### src/rtl/life_game_step.sv
// In-place Game of Life generation engine over a 64x64 grid in block memory.
// Define LIFE_STEP_WRAP_EN for a toroidal grid; otherwise cells past the edges are dead.
module life_game_step #(
  parameter logic [8:0] RULE_BIRTH   = 9'b000001000,
  parameter logic [8:0] RULE_SURVIVE = 9'b000001100
) (
  input  logic        clk,
  input  logic        rst,
  input  logic        start,
  output logic        busy,
  output logic        done,
  output logic [15:0] gen_count,
  output logic        mem_req,
  output logic [6:0]  mem_addr,
  input  logic [31:0] mem_rd_data,
  output logic        mem_we,
  output logic [31:0] mem_wr_data
);

`ifdef LIFE_STEP_WRAP_EN
  localparam logic WRAP = 1'b1;
`else
  localparam logic WRAP = 1'b0;
`endif

  typedef enum logic [2:0] {
    IDLE, LOAD, WR_LO, WR_HI, RD_LO, RD_HI, SHIFT, DONE
  } state_t;

  state_t      state, state_nx;
  logic [2:0]  lc;
  logic [5:0]  row;
  logic [63:0] prev_r, cur_r, next_r;
  logic [63:0] save0, save1;
  logic [31:0] nlo;
  logic [15:0] gen_q;
  logic [63:0] new_row;
  logic [65:0] pe, ce, ne;

  function automatic logic cell_next(
    input logic [2:0] p,
    input logic [2:0] c,
    input logic [2:0] n
  );
    logic [3:0] cnt;
    cnt = {3'b0, p[0]} + {3'b0, p[1]} + {3'b0, p[2]}
        + {3'b0, c[0]} + {3'b0, c[2]}
        + {3'b0, n[0]} + {3'b0, n[1]} + {3'b0, n[2]};
    return c[1] ? RULE_SURVIVE[cnt] : RULE_BIRTH[cnt];
  endfunction

  // Next generation of the current row from the three buffered rows
  always_comb begin
    pe = {WRAP & prev_r[0], prev_r, WRAP & prev_r[63]};
    ce = {WRAP & cur_r[0], cur_r, WRAP & cur_r[63]};
    ne = {WRAP & next_r[0], next_r, WRAP & next_r[63]};
    new_row = '0;
    for (int c = 0; c < 64; c++)
      new_row[c] = cell_next(pe[c +: 3], ce[c +: 3], ne[c +: 3]);
  end

  // State register
  always_ff @(posedge clk or posedge rst) begin
    if (rst) state <= IDLE;
    else     state <= state_nx;
  end

  // Next-state and memory port drive
  always_comb begin
    state_nx    = state;
    mem_addr    = '0;
    mem_we      = 1'b0;
    mem_wr_data = '0;
    unique case (state)
      IDLE: if (start) state_nx = LOAD;
      LOAD: begin
        if (lc < 3'd6) mem_addr = 7'd126 + {4'd0, lc};
        if (lc == 3'd6) state_nx = WR_LO;
      end
      WR_LO: begin
        mem_addr    = {row, 1'b0};
        mem_we      = 1'b1;
        mem_wr_data = new_row[31:0];
        state_nx    = WR_HI;
      end
      WR_HI: begin
        mem_addr    = {row, 1'b1};
        mem_we      = 1'b1;
        mem_wr_data = new_row[63:32];
        state_nx    = RD_LO;
      end
      RD_LO: begin
        if (row < 6'd62) mem_addr = {row + 6'd2, 1'b0};
        state_nx = RD_HI;
      end
      RD_HI: begin
        if (row < 6'd62) mem_addr = {row + 6'd2, 1'b1};
        state_nx = SHIFT;
      end
      SHIFT: state_nx = (row == 6'd63) ? DONE : WR_LO;
      DONE:  state_nx = IDLE;
      default: state_nx = IDLE;
    endcase
  end

  // Row buffers, counters and saved top rows
  always_ff @(posedge clk or posedge rst) begin
    if (rst) begin
      lc     <= '0;
      row    <= '0;
      prev_r <= '0;
      cur_r  <= '0;
      next_r <= '0;
      save0  <= '0;
      save1  <= '0;
      nlo    <= '0;
      gen_q  <= '0;
    end else begin
      unique case (state)
        IDLE: begin
          lc  <= '0;
          row <= '0;
        end
        LOAD: begin
          lc <= lc + 3'd1;
          unique case (lc)
            3'd1: prev_r[31:0]  <= WRAP ? mem_rd_data : '0;
            3'd2: prev_r[63:32] <= WRAP ? mem_rd_data : '0;
            3'd3: begin
              cur_r[31:0] <= mem_rd_data;
              save0[31:0] <= mem_rd_data;
            end
            3'd4: begin
              cur_r[63:32] <= mem_rd_data;
              save0[63:32] <= mem_rd_data;
            end
            3'd5: begin
              next_r[31:0] <= mem_rd_data;
              save1[31:0]  <= mem_rd_data;
            end
            3'd6: begin
              next_r[63:32] <= mem_rd_data;
              save1[63:32]  <= mem_rd_data;
            end
            default: ;
          endcase
        end
        RD_HI: nlo <= mem_rd_data;
        SHIFT: begin
          prev_r <= cur_r;
          cur_r  <= next_r;
          if (row == 6'd62)      next_r <= WRAP ? save0 : '0;
          else if (row == 6'd63) next_r <= WRAP ? save1 : '0;
          else                   next_r <= {mem_rd_data, nlo};
          row <= row + 6'd1;
          if (row == 6'd63) gen_q <= gen_q + 16'd1;
        end
        default: ;
      endcase
    end
  end

  assign busy      = (state != IDLE) && (state != DONE);
  assign done      = (state == DONE);
  assign mem_req   = busy;
  assign gen_count = gen_q;

endmodule

### config.mk
export PLATFORM = sky130hd
export DESIGN_NAME = life_game_step
export DESIGN_NICKNAME = d
export VERILOG_FILES = /design/src/rtl/life_game_step.sv
export SDC_FILE = /design/constraint.sdc
export NUM_CORES = 1
export LEC_CHECK = 0
export CORE_MARGIN = 5
export CORE_UTILIZATION = 55
export CTS_CLUSTER_SIZE = 28
export DETAILED_ROUTE_END_ITERATION = 16
export GPL_TIMING_DRIVEN = 0
export HOLD_SLACK_MARGIN = 0.02
export MAX_ROUTING_LAYER = met4
export PLACE_DENSITY = 0.76
export SYNTH_ARGS = -nofsm -noshare
export SYNTH_HDL_FRONTEND = slang
export SYNTH_SLANG_ARGS = --single-unit
### constraint.sdc
create_clock -name clk -period 7.45 [get_ports clk]
set_clock_uncertainty 0.1 [all_clocks]
set_input_delay 1.1175 -clock clk [delete_from_list [all_inputs] [get_ports clk]]
set_output_delay 1.1175 -clock clk [all_outputs]
set_load 0.02 [all_outputs]
# Yosys cells after proc, flatten, opt, wreduce, memory -nomap -nowiden
# Memory sizes are Yosys's and may differ from the RTL's.
# Cells that the tools add are included.
totals:
  register_bits: 252
  wordCells: 904
  mem_bits_ro: 2048
  mem_count: 128
  output_inout_bits: 59
classes:
  n_reduce_logical: 15
  magnitude_cmp: 66
  mux: 215
  eq_ne: 23
  addsub: 446
mem_list:
  columns: ["name", "depth", "word_bits", "read_ports", "rd_ports_with_merged_regs", "wr", "line", "source"]
  rows:
  - ["(no name shown)", 16, 1, 1, 0, 0, "49", "return c[1] ? RULE_SURVIVE[cnt] : RULE_BIRTH[cnt];"]
  - ["(no name shown)", 16, 1, 1, 0, 0, "49", null]
  - ["(no name shown)", 16, 1, 1, 0, 0, "49", null]
  - ["(no name shown)", 16, 1, 1, 0, 0, "49", null]
  - ["(no name shown)", 16, 1, 1, 0, 0, "49", null]
  - ["(no name shown)", 16, 1, 1, 0, 0, "49", null]
  - ["122 more memories", null, null, null, null, null, null, null]
op_table:
  columns: ["operator", "count"]
  rows:
  - ["4-bit by 1-bit adder with 4-bit output", 252]
  - ["64-bit one-hot mux with 2 select lines", 3]
  - ["4-bit by 5-bit < comparator with 1-bit output (second input constant)", 64]
  - ["3-bit by 1-bit adder with 4-bit output", 63]
  - ["1-bit two-way mux", 193]
  - ["32-bit two-way mux", 6]
  - ["2-bit by 1-bit adder with 3-bit output", 63]
  - ["64-bit two-way mux", 2]
  - ["1-bit by 1-bit adder with 2-bit output", 63]
  - ["32-bit one-hot mux with 2 select lines", 1]
  - ["7-bit one-hot mux with 5 select lines", 1]
  - ["3-bit one-hot mux with 8 select lines", 1]
  - ["3-bit equality test (second input constant)", 7]
  - ["7-bit two-way mux", 3]
  - ["16-bit by 1-bit adder with 16-bit output (second input constant)", 1]
  - ["2-bit AND reduction", 8]
  - ["3-bit by 2-bit equality test with 1-bit output (second input constant)", 4]
  - ["6-bit equality test (second input constant)", 2]
  - ["6-bit one-hot mux with 2 select lines", 1]
  - ["2-bit by 1-bit != test with 1-bit output (second input constant)", 5]
  - ["3-bit two-way mux", 3]
  - ["6-bit by 1-bit adder with 6-bit output (second input constant)", 1]
  - ["6-bit by 2-bit adder with 6-bit output (second input constant)", 1]
  - ["3-bit by 1-bit equality test with 1-bit output (second input constant)", 2]
  - ["other kinds (12)", 15]

# Depth between registers and ports, before layout
logic_depth:
  depth_word: 11
  depth_mapped: 11

# Worst setup path after synthesis
# OpenSTA, ideal clock, no wires.
synth_path:
  kind: "reg-to-output"
  start: "register prev_r[48]"
  end: "output port mem_wr_data[17]"
  path_stages_with_launch: 11
  t_arrival_ns: 3.180
  path_slack_ns: 3.052
  path_buffers: 0
  cell_sequence: "dfrtp_1 -> inv_1 -> fa_1 -> fa_1 -> fa_1 -> inv_1 -> ha_1 -> fa_1 -> o22ai_1 -> o2111ai_1 -> a21oi_1"
synth_between:
  elab_chain_cells: 11
synth_rtl:
  columns: ["item", "line", "source"]
  rows:
  - ["start: declaration", "33", "logic [63:0] prev_r, cur_r, next_r;"]
  - ["start signal: assignment", "128", "3'd2: prev_r[63:32] <= WRAP ? mem_rd_data : '0;"]
  - ["start signal: assignment", "150", "prev_r <= cur_r;"]
  - ["1-bit by 1-bit adder with 2-bit output *", "46", "cnt = {3'b0, p[0]} + {3'b0, p[1]} + {3'b0, p[2]}"]
  - ["2-bit by 1-bit adder with 3-bit output *", "46", null]
  - ["3-bit by 1-bit adder with 4-bit output *", "47", "+ {3'b0, c[0]} + {3'b0, c[2]}"]
  - ["4-bit by 1-bit adder with 4-bit output *", "47", null]
  - ["4-bit by 1-bit adder with 4-bit output * (3 in a row)", "48", "+ {3'b0, n[0]} + {3'b0, n[1]} + {3'b0, n[2]};"]
  - ["memory read 16 x 1 bit", null, null]
  - ["1-bit two-way mux (not written as such)", "49", null]
  - ["1-bit two-way mux *", "49", null]
  - ["32-bit one-hot mux with 2 select lines *", "74", "unique case (state)"]
  - ["end: declaration", "17", "output logic [31:0] mem_wr_data"]
# Every way passes the cells marked *; elsewhere a longest branch is shown, timed or not. The select of a mux whose other input is x is not followed.

# Worst setup path in the final report
layout_path:
  start: "register prev_r[30]"
  end: "output port mem_wr_data[31]"
# Same word-level chain as after synthesis.

==> flow_metrics.py <==
metrics = {
    "clock_network": {
        "ctsHoldBuffers": 0,
        "cts_setup_buffers": 0,
        "cts_tree": "yes",
        "clk_pin_slew_ns": 0.06,
        "root_buffer": "clkbuf_16",
        "h-tree-depth": 1,
        "postCtsResizedCells": 0,
        "cts_buffers": 30,
        "clockBufferDepth": 3,
        "clkSinkCount": 252,
        "clk_latency_ns": 0.57,
    },
    "sta": {
        "tightestPinTransition_ns": 0.930,
        "period_needed_ns": 6.02,
        "drv_slew": 0,
        "post-route-period-util_pct": 80.8,
        "rsz0062_at_grt": "no",
        "hold_slack_ns": 0.376,
        "timing.setup.tns_ns": 0,
        "fmax_mhz": 166,
        "finalHoldViolCount": 0,
        "slew_headroom_pct": 37.5,
        "finalSetupViolations": 0,
    },
    "power": {
        "seqPwrFrac_pct": 32.4,
        "power.switching_w": 0.00151,
        "power_density_nw_per_um2": 186,
        "clock_power_share_pct": 33.4,
        "ir_drop_uv": 166,
        "p_int_w": 0.00306,
        "switching_share_pct": 33.1,
        "p_leak_nw": 12.4,
        "combinationalPowerShare_pct": 34.1,
    },
    "worst_hold_path": {
        "worstHoldPathType": "reg -> reg",
        "hold_depth": 2,
    },
    "floorplan": {
        "die-area_sq_um": 43700,
        "fp-row-count": 73,
        "ios": 94,
        "dieHeight_um": 209,
        "die_x_um": 209,
        "core_area_sq_um": 39500,
        "initial_core_util_pct": 55.3,
    },
    "worst_setup_path": {
        "r2r_cells": 5,
        "startpoint_type": "flip-flop",
        "critPathCaptureType": "output pin",
        "cp.arrival_ns": 4.80,
        "path_class": "reg -> out",
        "critPathRequiredTime_ns": 6.23,
        "cp_max_fo": 3,
    },
    "detailed_routing": {
        "drtIter0Drc": 1075,
        "postRouteAntennaNets": 0,
        "drc": 0,
        "wirelength_mm": 56.8,
        "drtPass1Iterations": 5,
        "viasPerCell": 5.79,
        "vias": 16429,
        "wl_per_cell_um": 20.0,
    },
    "synthesis": {
        "synth_fp_nets": 2638,
        "avgSynthCellArea_sq_um": 10.1,
        "yosysSeqAreaShare_pct": 28.9,
        "synth_cells": 2154,
        "ys_warn_count": 0,
        "syn-cell-area_sq_um": 21800,
        "synth-seq-cells": 252,
        "synth_cell_type_count": 49,
    },
    "placed_design": {
        "io_buffers": 93,
        "gp_congestion": 0.885,
        "hpwl_mm": 44.3,
        "placed_area_sq_um": 23500,
    },
    "global_routing": {
        "grt_start_max_net_pins": 43,
        "grt_pass1_wl_mm": 92.7,
        "antenna_found_initial": 4,
        "grt-ovfl-total": 0,
        "grt_pass1_vias": 17734,
        "grtUsageTotal_pct": 26.9,
    },
    "status": {
        "status": "completed",
    },
    "layout": {
        "fin_area_sq_um": 24600,
        "syn2layout_area_growth_pct": 12.7,
        "drive_gt1_share_pct": 6.41,
        "fin_nets": 2770,
    },
    "job": {
        "drv_cap": 0,
    },
}
[sequential cells by signal, summed over array words and instances, names as in the netlist]
register and count:
cur_r 64, lc 3, nlo 32, row 6, prev_r 64, gen_count 16, next_r 64, state 3
[critical path: stages, from the launching register on]
cell and delay, ns:
dfrtp_1 0.39, inv_1 0.11, fa_1 0.57, fa_1 0.45, fa_1 0.50, inv_1 0.04
ha_1 0.20, fa_1 0.48, nor2b_1 0.15, o221ai_1 0.19, a21oi_1 0.47, clkdlybuf4s50_1 0.71
[stage by stage]
step | setup WS, ns | cells | utilization (%) | power (W)
floorplan | 2.92 | 2154 | - | 0.00266
global placement | 0.874 | 2772 | 59.3 | 0.00290
detailed placement | 2.10 | 2779 | 59.7 | 0.00305
CTS | 1.43 | 2833 | 62.2 | 0.00459
global route | 1.36 | 2836 | 62.3 | 0.00492
finish | 1.43 | 2836 | 62.3 | 0.00457
[power by group through the flow]
stage	combinational (W)	sequential [W]	clock, W
after CTS	0.00157	0.00148	0.00154
after detailed placement	0.00155	0.00150	0
after floorplan	0.00117	0.00149	0
final	0.00156	0.00148	0.00153
after global routing	0.00182	0.00149	0.00161
after global placement	0.00140	0.00150	0
[logic make-up (layout without fill, tap and decap cells)]
group | Yosys count | count (layout) | share of synthesized area, %
AO/OA/AOI/OAI | 403 | 403 | 12.5
multiplexers | 99 | 99 | 4.73
buffers and inverters | 536 | 690 | 9.61
other | 0 | 3 | 0
AND/OR/NAND/NOR | 400 | 400 | 9.16
flip-flops | 252 | 252 | 28.9
XOR/XNOR | 15 | 15 | 0.603
adder cells (fa/ha/maj) | 449 | 449 | 34.4
[cell usage in the layout, fill, tap and decap left out, types with 33 or more instances in the layout]
cell type,n
and3_1,47
fa_1,252
a21oi_1,117
inv_1,452
ha_1,197
dfrtp_1,252
mux2i_1,66
nand2_1,116
nor3_1,39
mux2_2,33
buf_2,40
clkdlybuf4s50_1,93
clkbuf_1,34
a22o_1,64
nor2_1,86
o21ai_0,92
[cells in the mapped netlist, drive strengths merged]
cell | instances | share of area [%]
and3 | 47 | 1.3
nor3b | 1 | 0.086
xnor2 | 12 | 0.48
nand3b | 24 | 0.83
a21boi | 1 | 0.034
nand3 | 18 | 0.41
dfrtp | 252 | 29
nand4b | 1 | 0.040
a22o | 64 | 2.6
ha | 197 | 11
o221ai | 31 | 1.2
o22ai | 21 | 0.60
o211ai | 4 | 0.14
or2 | 1 | 0.029
nor2 | 86 | 1.5
o211a | 12 | 0.55
and4 | 1 | 0.040
mux2 | 33 | 1.7
nor4 | 2 | 0.13
nor2b | 32 | 0.92
o2111ai | 18 | 0.72
and3b | 1 | 0.040
o21ai | 92 | 2.1
a21o | 1 | 0.034
nand4 | 4 | 0.14
a221o | 32 | 1.5
nand2b | 6 | 0.17
mux2i | 66 | 3.0
xor2 | 3 | 0.12
o21a | 4 | 0.14
a31oi | 2 | 0.057
clkinv | 1 | 0.017
clkbuf | 34 | 0.60
o21bai | 1 | 0.034
a21oi | 117 | 2.7
o311ai | 1 | 0.040
a2111oi | 1 | 0.040
nor3 | 39 | 0.90
nand2 | 116 | 2.0
fa | 252 | 23
inv | 453 | 7.8
and2 | 21 | 0.60
buf | 48 | 1.2
o21ba | 1 | 0.046
[final timing paths]
kind                                         to       start  slack [ns]
worst max-delay path            mem_wr_data[31]  prev_r[30]        1.43
worst min-delay path                  cur_r[21]  next_r[21]        0.38
worst max register to register         state[0]    state[0]        4.84
worst min register to register        cur_r[21]  next_r[21]        0.38
max in group asynchronous             cur_r[18]         rst        5.39
min in group asynchronous                row[5]         rst        0.87
[area by class of cell]
cell class | count | area (sq um)
Inverter | 454 | 1710
Clock buffer | 36 | 813
Antenna cell | 3 | 7.51
Sequential cell | 252 | 6310
Clock inverter | 18 | 208
Buffer | 82 | 390
Tap cell | 525 | 657
Fill cell | 3235 | 14900
Timing Repair Buffer | 100 | 1080
Multi-Input combinational cell | 1366 | 13400
[layer usage]
metal / vias to the layer above / track usage, % / wire [um]
li1: 7387 / - / -
met1: 8380 / 34.6 / 23200
met2: 529 / 44.5 / 28100
met3: 133 / 2.79 / 3330
met4: 0 / 9.92 / 2250
met5: - / - / 0
Power figures use the tool's default switching activity.
